## src/rtl/dcm_prog_ctrl.sv

```systemverilog
// ---------------------------------------------------------------------------
// dcm_prog_ctrl
//
// Master side of the dcm programming interface. It accepts a mode-change
// request over a valid/ready handshake, drives the mode onto prog_in, strobes
// update for one cycle, and waits for the dcm to echo the mode back on
// prog_out. If no echo arrives in time, the update is re-issued up to
// MAX_RETRY extra times. After that the controller gives up and pulses err.
// The last mode the dcm confirmed is kept on cur_mode.
//
// Parameters
//   MODE_W          width of the mode / prog bus
//   TIMEOUT_CYCLES  WAIT cycles without an echo before a retry (>= 2)
//   MAX_RETRY       re-issues allowed after the first attempt (0 = none)
//
// Ports
//   clk        in   system clock, everything on posedge
//   rst        in   synchronous reset, active-low
//   req_valid  in   request valid
//   req_mode   in   requested mode, sampled on accept
//   req_ready  out  high only while idle
//   prog_in    out  mode driven toward the dcm
//   update     out  one-cycle strobe toward the dcm
//   prog_out   in   echo from the dcm
//   done       out  one-cycle pulse: echo matched
//   err        out  one-cycle pulse: every attempt timed out
//   cur_mode   out  last confirmed mode
//   busy       out  inverse of req_ready
// ---------------------------------------------------------------------------
module dcm_prog_ctrl #(
   parameter int MODE_W         = 3,
   parameter int TIMEOUT_CYCLES = 16,
   parameter int MAX_RETRY      = 2
) (
   input  logic              clk,
   input  logic              rst,
   input  logic              req_valid,
   input  logic [MODE_W-1:0] req_mode,
   output logic              req_ready,
   output logic [MODE_W-1:0] prog_in,
   output logic              update,
   input  logic [MODE_W-1:0] prog_out,
   output logic              done,
   output logic              err,
   output logic [MODE_W-1:0] cur_mode,
   output logic              busy
);

   localparam int TMO_W = (TIMEOUT_CYCLES > 1) ? $clog2(TIMEOUT_CYCLES) : 1;
   localparam int RTY_W = ($clog2(MAX_RETRY + 1) > 0) ? $clog2(MAX_RETRY + 1) : 1;

   localparam logic [TMO_W-1:0] TMO_LAST  = TMO_W'(TIMEOUT_CYCLES - 1);
   localparam logic [RTY_W-1:0] RETRY_MAX = RTY_W'(MAX_RETRY);

   typedef enum logic [1:0] {
      ST_IDLE  = 2'd0,
      ST_DRIVE = 2'd1,
      ST_WAIT  = 2'd2
   } state_t;

   state_t            state_q,     state_d;
   logic [MODE_W-1:0] prog_in_q,   prog_in_d;
   logic [MODE_W-1:0] cur_mode_q,  cur_mode_d;
   logic [TMO_W-1:0]  tmo_cnt_q,   tmo_cnt_d;
   logic [RTY_W-1:0]  retry_cnt_q, retry_cnt_d;
   logic              update_q,    update_d;
   logic              done_q,      done_d;
   logic              err_q,       err_d;
   logic              req_ready_q, req_ready_d;
   logic              busy_q,      busy_d;

   // Next-state logic. Every output is computed one cycle ahead here and
   // then registered, so update is high exactly while the FSM sits in DRIVE,
   // and done/err show up together with the return to IDLE.
   always_comb begin
      state_d     = state_q;
      prog_in_d   = prog_in_q;
      cur_mode_d  = cur_mode_q;
      tmo_cnt_d   = tmo_cnt_q;
      retry_cnt_d = retry_cnt_q;
      update_d    = 1'b0;
      done_d      = 1'b0;
      err_d       = 1'b0;

      case (state_q)
         ST_IDLE: begin
            if (req_valid && req_ready_q) begin
               prog_in_d   = req_mode;
               retry_cnt_d = '0;
               update_d    = 1'b1;
               state_d     = ST_DRIVE;
            end
         end
         ST_DRIVE: begin
            // Any echo seen in this cycle is stale, so it is not checked here.
            tmo_cnt_d = '0;
            state_d   = ST_WAIT;
         end
         ST_WAIT: begin
            if (prog_out == prog_in_q) begin
               done_d     = 1'b1;
               cur_mode_d = prog_in_q;
               state_d    = ST_IDLE;
            end else if (tmo_cnt_q == TMO_LAST) begin
               if (retry_cnt_q < RETRY_MAX) begin
                  retry_cnt_d = retry_cnt_q + RTY_W'(1);
                  update_d    = 1'b1;
                  state_d     = ST_DRIVE;
               end else begin
                  err_d   = 1'b1;
                  state_d = ST_IDLE;
               end
            end else begin
               tmo_cnt_d = tmo_cnt_q + TMO_W'(1);
            end
         end
         default: begin
            state_d = ST_IDLE;
         end
      endcase

      req_ready_d = (state_d == ST_IDLE);
      busy_d      = ~req_ready_d;
   end

   // State and output registers. The reset clears everything, including any
   // transaction in flight. No done or err pulse is produced for a request
   // that a reset abandons.
   always_ff @(posedge clk) begin
      if (!rst) begin
         state_q     <= ST_IDLE;
         prog_in_q   <= '0;
         cur_mode_q  <= '0;
         tmo_cnt_q   <= '0;
         retry_cnt_q <= '0;
         update_q    <= 1'b0;
         done_q      <= 1'b0;
         err_q       <= 1'b0;
         req_ready_q <= 1'b1;
         busy_q      <= 1'b0;
      end else begin
         state_q     <= state_d;
         prog_in_q   <= prog_in_d;
         cur_mode_q  <= cur_mode_d;
         tmo_cnt_q   <= tmo_cnt_d;
         retry_cnt_q <= retry_cnt_d;
         update_q    <= update_d;
         done_q      <= done_d;
         err_q       <= err_d;
         req_ready_q <= req_ready_d;
         busy_q      <= busy_d;
      end
   end

   assign req_ready = req_ready_q;
   assign prog_in   = prog_in_q;
   assign update    = update_q;
   assign done      = done_q;
   assign err       = err_q;
   assign cur_mode  = cur_mode_q;
   assign busy      = busy_q;

endmodule
```

## config.mk

```make
export PLATFORM = sky130hd
export DESIGN_NAME = dcm_prog_ctrl
export DESIGN_NICKNAME = d
export VERILOG_FILES = /design/src/rtl/dcm_prog_ctrl.sv
export SDC_FILE = /design/constraint.sdc
export NUM_CORES = 1
export LEC_CHECK = 0
export CORE_UTILIZATION = 42
export DETAILED_ROUTE_END_ITERATION = 8
export PLACE_DENSITY = 0.73
export SLEW_MARGIN = 20
export SYNTH_ARGS = -nofsm -noshare
export SYNTH_HDL_FRONTEND = slang
export SYNTH_SLANG_ARGS = --single-unit
```

## constraint.sdc

```tcl
create_clock -name clk -period 1.8 [get_ports clk]
set_clock_uncertainty 0.1 [all_clocks]
set_input_delay 0.36 -clock clk [delete_from_list [all_inputs] [get_ports clk]]
set_output_delay 0.36 -clock clk [all_outputs]
set_load 0.005 [all_outputs]
```

==> metrics.cfg <==
[synthesis]
synth_cells=86
synth_seq_cells=19
syn_nets=96
yosysWarnings=0
ys_top_cells_by_count=dfxtp_1 (19), nor2_1 (9), mux2i_1 (7), nand3_1 (7), nand2_1 (4)
synth_area_leaders=dfxtp_1 (48%), mux2i_1 (8.8%), nand3_1 (4.4%), nor2_1 (4.2%), xnor2_1 (3.3%)
synth_top_area_cell=dfxtp_1
seq_area_frac_synth=0.476
synth_edf_count=0
syn_avg_cell_area_um2=9.30
synthDominantCellAreaShare=0.476
synth-async-reset-ratio=0
synth.most_common_cell=dfxtp_1
synth_area_um2=800
yosysUniqueCellTypes=30
synth-main-ff-cell=dfxtp_1

[timing]
min_period_ns=1.72
finalSetupViolations=0
tightest_slew_ns=0.366
setup_ws_ns=0.0850
drv_slew=0
hold_viol=0
timing.fmax_mhz=583
rsz0062_at_grt=false
relSlewSlack=0.755
min_period_over_period=0.953

[setup_path]
critPathArrivalTime_ns=1.84
r2r_cells=4
cp_cell_sequence=xnor2_4 -> a311o_2 -> or3_4 -> a221oi_2
start_kind=flop
slowest_stage=or3_4
critPathRequiredTime_ns=1.92
crit_family=compound AO/OA/AOI/OAI gates
max_stage_delay_ns=0.42
path_depth=4
path_buf_inv=0
critPathKind=reg2reg
cp_max_fo=4
crit_path_end_kind=flop

[floorplan]
fp.dieH_um=45.6
initial_core_util=0.453
core_um2=1760
dieArea_um2=2080
ios=20
die_w_um=45.6
rows=15

[route]
wl_mm=1.65
dr.pass1.iters=4
routed-via-count=731
drt-initial-drc-count=13
avgViaCountPerCell=5.34
ant_nets=0
post_drt_wl_per_cell_um=12.1
drc=0

[power_and_ir_drop]
p_leak_nw=0.468
vdd_ir_drop_max_uv=513
p_per_area_nw_per_um2=741
p_total_mw=0.851

[min_path]
min_path_type=reg2reg
hold_depth=2

[grt]
grt_max_degree=12
grt_use_total=0.195
antenna_found_initial=0
grt_remaining_overflow=0
grt_first_pass_wirelength_mm=2.97
grt_pass1_vias=695

[layout]
drive_gt1_frac=0.196
final_nets=123
antenna_cells=0
syn_to_final_growth_pct=43.7

[cts]
cts_made_buffers=3
cts_max_path_buffers=2
clock-sinks=19
cts_max_level=1
cts_hold_buf=0
cts-root-buf=clkbuf_4
insertion_delay_ns=0.29
cts.clk_slew.worst_paths_ns=0.11
tritoncts=done

[job]
max_cap_viol_count=0

[placed_design]
numPortBuffers=19
place.gp.congestion=0.738
dp_slack_ns=-0.381

[run_status]
status=finished, final reports clean

metal layers:
layer  wire length [µm]  share of wire  vias up  global-route usage
li1                   -              -      362                   -
met1                711           0.43      340               0.242
met2                813           0.49       29               0.337
met3                128          0.077        0              0.0278
met4                  0              0        0              0.0727
met5                  0              0        -                   0
tightest hold or removal path: cells and delay by family, from the launching register on:
family | cells | cell delay (ns)
flops | 1 | 0.34
simple gates | 2 | 0.12
path summary, 6_finish.rpt:
check | slack, ns | from | endpoint
setup reg to reg | 0.08 | prog_in[0] | update
setup / recovery | 0.08 | prog_in[0] | update
hold / removal | 0.39 | retry_cnt_q[1] | err
hold reg to reg | 0.39 | retry_cnt_q[1] | err
placed cells by master (no fill, tap or decap), drive strengths merged, types with 2 or more instances in the layout:
| master | count |
|---|---|
| nand4 | 2 |
| clkinv | 2 |
| or3 | 2 |
| nor2b | 2 |
| nor3 | 3 |
| clkdlybuf4s50 | 16 |
| dlymetal6s2s | 2 |
| o31ai | 2 |
| inv | 2 |
| nand3 | 7 |
| nand2 | 4 |
| mux2i | 7 |
| dfxtp | 19 |
| buf | 7 |
| a31oi | 3 |
| clkbuf | 3 |
| xnor2 | 3 |
| a221oi | 2 |
| a21oi | 2 |
| and3 | 2 |
| nor2 | 9 |
registers in the layout (all words and copies together) (netlist names):
signal,flops
req_ready,1
prog_in,3
retry_cnt_q,2
state_q,2
busy,1
err,1
update,1
cur_mode,3
done,1
tmo_cnt_q,4
timing repair:
| item | 4_1_cts | 5_1_grt |
|---|---|---|
| hold endpoints to repair | 0 | 0 |
| resized for setup | 4 | 10 |
| endpoints found under the setup margin | 3 | 3 |
| setup buffers | 0 | 1 |
| pin swaps | 0 | 7 |
cell type report:
type	count	area, µm²
inverters	3	11.3
repair buffers	26	246
fillers	159	616
clock inverters	1	5.00
clock buffers	3	22.5
multi-input cells	60	447
well taps	25	31.3
flip-flops and latches	19	385
stage by stage:
stage / setup TNS (ns) / hold slack (ns) / utilization / area, µm² / std cells
after floorplan: 0 / 0.352 / - / 800 / 86
after global placement: -2.59 / 0.376 / 0.595 / 1050 / 132
after detailed placement: -2.73 / 0.375 / 0.595 / 1050 / 132
after CTS: 0 / 0.393 / 0.621 / 1100 / 136
after global routing: 0 / 0.425 / 0.651 / 1150 / 137
final: 0 / 0.393 / 0.651 / 1150 / 137
cell families (layout without fill, tap and decap cells):
group / after synthesis / after routing / share of synthesized area
and+or+nand+nor: 34 / 34 / 0.218
DFF: 19 / 19 / 0.476
xor gates and xnor gates: 3 / 3 / 0.0329
AOI/OAI and AO/OA: 15 / 15 / 0.136
buffers and inverters: 7 / 33 / 0.0344
adders and majority gates: 1 / 1 / 0.0156
muxes: 7 / 7 / 0.0876
report_power, final:
part / internal [mW] / switching (mW) / total, mW / leakage, nW
combinational: 0.101 / 0.0745 / 0.176 / 0.295
clock: 0.0826 / 0.130 / 0.213 / 0.0177
sequential: 0.441 / 0.0216 / 0.463 / 0.156
Note: power is estimated with default switching activity, not from simulation.
